<file path="config.mk">
export PLATFORM = sky130hd
export DESIGN_NAME = fetch_unit
export DESIGN_NICKNAME = d
export VERILOG_FILES = /design/src/rtl/fetch_unit.sv
export SDC_FILE = /design/constraint.sdc
export NUM_CORES = 1
export LEC_CHECK = 0
export CAP_MARGIN = 20
export CORE_MARGIN = 2
export CORE_UTILIZATION = 54
export CTS_BUF_LIST = sky130_fd_sc_hd__clkbuf_2
export CTS_CLUSTER_SIZE = 30
export DETAILED_ROUTE_END_ITERATION = 8
export PLACE_DENSITY = 0.95
export SYNTH_ARGS = -nofsm -noshare
export SYNTH_HDL_FRONTEND = slang
export SYNTH_SLANG_ARGS = --single-unit
</file>
<file path="constraint.sdc">
create_clock -name clock -period 10.9 [get_ports clock]
set_clock_uncertainty 0.2 [all_clocks]
set_input_delay 2.18 -clock clock [delete_from_list [all_inputs] [get_ports clock]]
set_output_delay 2.18 -clock clock [all_outputs]
set_load 0.1 [all_outputs]
</file>
<file path="src/rtl/fetch_unit.sv">
`default_nettype none
// ============================================================================
// Module      : fetch_unit
// Description : Fetch-stage PC owner feeding a small prefetch FIFO to decode.
// Revision    : 1.0 - initial release
// ============================================================================
module fetch_unit #(
  parameter int          DEPTH          = 2,
  parameter bit          USE_START_ADDR = 1'b1,
  parameter logic [31:0] RESET_PC       = 32'h0040_0000
) (
  input  logic        clock,
  input  logic        reset_n,
  output logic [31:0] read_address,
  input  logic [31:0] mem_instruction,
  input  logic [31:0] start_addr,
  input  logic        fetch_enable,
  input  logic        redirect_valid,
  input  logic [31:0] redirect_pc,
  output logic        out_valid,
  input  logic        out_ready,
  output logic [31:0] out_instruction,
  output logic [31:0] out_pc,
  output logic        fault_misaligned
);

  localparam int                 c_ptr_w = (DEPTH > 1) ? $clog2(DEPTH) : 1;
  localparam logic [c_ptr_w:0]   c_depth = (c_ptr_w + 1)'(DEPTH);

  typedef enum logic [0:0] {
    ST_BOOT = 1'b0,
    ST_RUN  = 1'b1
  } state_t;

  state_t               r_state;
  state_t               w_state_next;
  logic [31:0]          r_pc;
  logic [c_ptr_w-1:0]   r_wr_ptr;
  logic [c_ptr_w-1:0]   r_rd_ptr;
  logic [c_ptr_w:0]     r_count;
  logic                 r_fault;
  logic [31:0]          r_fifo_instr [DEPTH];
  logic [31:0]          r_fifo_pc    [DEPTH];

  logic                 w_run;
  logic                 w_redirect;
  logic                 w_pop;
  logic                 w_push;
  logic                 w_not_empty;
  logic [31:0]          w_boot_pc;

  always_ff @(posedge clock or negedge reset_n) begin
    if (!reset_n) begin
      r_state <= ST_BOOT;
    end else begin
      r_state <= w_state_next;
    end
  end

  always_comb begin
    w_state_next = r_state;
    case (r_state)
      ST_BOOT: w_state_next = ST_RUN;
      ST_RUN:  w_state_next = ST_RUN;
      default: w_state_next = ST_BOOT;
    endcase
  end

  assign w_run       = (r_state == ST_RUN);
  assign w_redirect  = w_run && redirect_valid;
  assign w_not_empty = (r_count != '0);
  assign w_boot_pc   = (USE_START_ADDR ? start_addr : RESET_PC) & ~32'h3;

  // Redirect voids the handshake, so it masks valid before pop is formed.
  assign out_valid   = w_not_empty && !redirect_valid;
  assign w_pop       = out_valid && out_ready;
  assign w_push      = w_run && fetch_enable && !redirect_valid &&
                       ((r_count < c_depth) || w_pop);

  assign read_address     = w_run ? r_pc : 32'h0;
  assign out_instruction  = w_not_empty ? r_fifo_instr[r_rd_ptr] : 32'h0;
  assign out_pc           = w_not_empty ? r_fifo_pc[r_rd_ptr]    : 32'h0;
  assign fault_misaligned = r_fault;

  always_ff @(posedge clock or negedge reset_n) begin
    if (!reset_n) begin
      r_pc     <= 32'h0;
      r_wr_ptr <= '0;
      r_rd_ptr <= '0;
      r_count  <= '0;
      r_fault  <= 1'b0;
    end else if (!w_run) begin
      r_pc <= w_boot_pc;
    end else if (w_redirect) begin
      r_pc     <= {redirect_pc[31:2], 2'b00};
      r_wr_ptr <= '0;
      r_rd_ptr <= '0;
      r_count  <= '0;
      if (redirect_pc[1:0] != 2'b00) begin
        r_fault <= 1'b1;
      end
    end else begin
      if (w_push) begin
        r_pc     <= r_pc + 32'd4;
        r_wr_ptr <= r_wr_ptr + c_ptr_w'(1);
      end
      if (w_pop) begin
        r_rd_ptr <= r_rd_ptr + c_ptr_w'(1);
      end
      case ({w_push, w_pop})
        2'b10:   r_count <= r_count + (c_ptr_w + 1)'(1);
        2'b01:   r_count <= r_count - (c_ptr_w + 1)'(1);
        default: r_count <= r_count;
      endcase
    end
  end

  // Storage carries no reset; emptiness is tracked solely by r_count.
  always_ff @(posedge clock) begin
    if (w_push) begin
      r_fifo_instr[r_wr_ptr] <= mem_instruction;
      r_fifo_pc[r_wr_ptr]    <= r_pc;
    end
  end

endmodule
`default_nettype wire
</file>
==> impl_results.md <==
* CTS Buffer Depth at 2
* # setup viols final at 0
* Worst Hold End: fault_misaligned$_DFFE_PN0P_
* TritonCTS Sinks at 160
* Fill cells at 918
* Reg area at 4628 µm²
* Final min period at 6.806 ns
* Die width at 120.5 µm
* Critical Path RT at 8.52 ns
* Routed vias/inst at 5.885
* Crit path cell chain: clkdlybuf4s50_1, nor2_1, clkdlybuf4s50_1
* Core area at 13240 µm²
* Reg-to-Reg End: r_fifo_instr[1][21]$_DFFE_PP_
* Post-synth top area cell: edfxtp_1
* First-pass GRT wire length at 28.38 mm
* Vias at 5703
* Hold crit path type: reg2reg
* Antenna Nets Post-Route at 0
* Crit path DAT at 4.43 ns
* Worst-path clk slew at 0.22 ns
* Slowest stage delay, CP at 1.16 ns
* Max Freq at 146.9 MHz
* Initial antenna violation count at 0
* Worst-margin pin slew at 1.133 ns
* Cell mode on critical path: clkdlybuf4s50_1
* Hold depth at 1
* R2R Path Start: r_state$_DFF_PN0_
* RSZ-0062 raised after global routing: no
* Commonest non-fill, non-tap cells in the layout: clkdlybuf4s50_1, edfxtp_1, nor2_1
* Iter 0 DRT Violations at 620
* Yosys warnings at 0
* IO Pins at 199
* Post-Route WL at 18.25 mm
* GRT Resource Usage Total at 25.25%
* Synth Cell Area at 7328 µm²
* Commonest non-fill, non-tap cell in the layout: clkdlybuf4s50_1
* Outcome: completed
* Max Cap Violations at 0
* Synth top area share at 50.81%
* Hold_sp: fault_misaligned$_DFFE_PN0P_
* Netlist cell types at 54
* Critical Path End Type: primary output
* Ant. Diodes at 0
* EDFF count, synth at 124
* DIE HEIGHT at 120.5 µm
* Final Max Tran Viols at 0
* CTS tree: built
* Slowest stage cell, crit path: clkdlybuf4s50_1
* CTS buffer count at 17
* DR pass1 iterations at 5
* Async S/R FF share, synth at 22.50%
* Ys flop type: edfxtp_1
* Cells after DPL at 937
* Top cells by area, synth: edfxtp_1, dfrtp_1, mux2i_1
* Worst r2r path cells at 5
* Hold Vio Cnt, Final at 0
* R2R setup slack at 7.93 ns
* Total power at 2.135 mW
* Area grow syn2layout at 30.32%
* Nets at 882
* CTS resizes at 0
* DIE AREA at 14520 µm²
* Multi-input logic area at 2475 µm²
* P_leak at 3.306 nW
* Fin worst setup slack at 4.094 ns
* Post-CTS setup buffers at 0
* Worst vdd ir at 0.08971 mV
* Vias in the first global route at 5652
* Port Buf Inserts at 192
* Syn Inst Count at 599
* CTS Hold Bufs at 0
* Post-DP HPWL at 12.34 mm
* GRT overflow at 0
* Seq cells post-synth at 160
* CP Class: in2out
* H-Tree Level Count at 4
* Worst hold slack at 0.3383 ns
* CP Max Fanout at 16
* Largest net degree at the start of global routing at 66
* Normalized max-slew margin at 24.47%
* Setup total negative slack at 0 ns
* Final Cycle Share at 62.44%
* Clk root buf: clkbuf_2
* Starting Density at 55.34%
* Type of origin of the critical path: input port
* Wire per inst at 18.83 µm
* Register area share after synthesis at 63.10%
* Clk_lat worst skew at 0.70 ns
* Fin cells at 969
* Syn_area_per_cell at 12.23 µm²
* DRC Markers at 0
* Gpl congestion at 0.8665
* FP Rows at 42
* Layout cell share with drive strength beyond 1 at 6.683%
* Post-Place Setup Slack at 4.126 ns
* Pwr dens at 223.6 nW/µm²
-- per-stage QoR --
| stage | util (%) | cell area (µm²) |
|---|---|---|
| floorplan | - | 7340 |
| global placement | 70.46 | 9330 |
| detailed placement | 70.46 | 9330 |
| CTS | 72.12 | 9550 |
| global route | 72.12 | 9550 |
| finish | 72.12 | 9550 |
-- where the power goes --
part           switching (mW)  total [mW]  internal (mW)
Sequential             0.0826       0.784          0.701
Clock                   0.216       0.302         0.0857
Combinational           0.783        1.05          0.267
Total                    1.08        2.14           1.05
-- flip-flops by register name, indices dropped and copies added (netlist names) --
signal and flops:
r_fifo_instr 64, fault_misaligned 1, r_count 2, r_fifo_pc 60
r_pc 30, r_state 1, r_rd_ptr 1, r_wr_ptr 1
-- how the worst max path moves through the flow --
| stage | slack (ns) | endpoint | startpoint |
|---|---|---|---|
| 2_1_floorplan | 3.10 | r_fifo_instr[0][0]$_DFFE_PP_ | redirect_valid |
| 3_3_place_gp | 4.15 | out_valid | redirect_valid |
| 3_5_place_dp | 4.13 | out_valid | redirect_valid |
| 4_1_cts | 4.14 | out_valid | redirect_valid |
| 5_1_grt | 4.05 | out_valid | redirect_valid |
| 6_report | 4.09 | out_valid | redirect_valid |
-- kinds of logic after synthesis --
group           Yosys count  synth area share (%)
compound gates          138                 11.97
xor+xnor                  3                0.3586
fa+ha+maj                 1                0.1707
buf+inv                  50                 3.466
flops                   160                 63.10
mux                      64                 8.742
other cells               2                0.1025
simple gates            181                 12.09
-- final cells by class --
| type | instances | area share (%) |
|---|---|---|
| inverter | 10 | 0.3930 |
| tap | 176 | 2.306 |
| multi-input combinational | 392 | 25.91 |
| timing repair buffer | 199 | 20.62 |
| clock inverter | 15 | 1.415 |
| sequential | 160 | 48.46 |
| clock buffer | 17 | 0.8909 |
-- synthesized netlist by cell type, types with 8 or more instances --
library cell and count:
nand3_1 13, mux2i_1 64, and2_1 27, o21ai_0 30, a21oi_1 44, nand2_1 21
edfxtp_1 124, nor2_1 85, inv_1 9, o31ai_1 11, dfrtp_1 36, a22oi_1 22
nand4_1 8, clkbuf_1 21
-- metal layers --
layer	global-route usage (%)	vias up	share of wire, %
li1	-	2592	-
met1	32.27	2739	40
met2	42.27	338	50
met3	5.472	34	8.1
met4	9.884	0	2.0
met5	0	-	0
-- critical path: cells and delay by family --
kind | cells | cell delay [ns]
and+or+nand+nor | 1 | 0.26
buffers and inverters | 2 | 1.98
No activity file was read; power rests on OpenSTA's default activity.
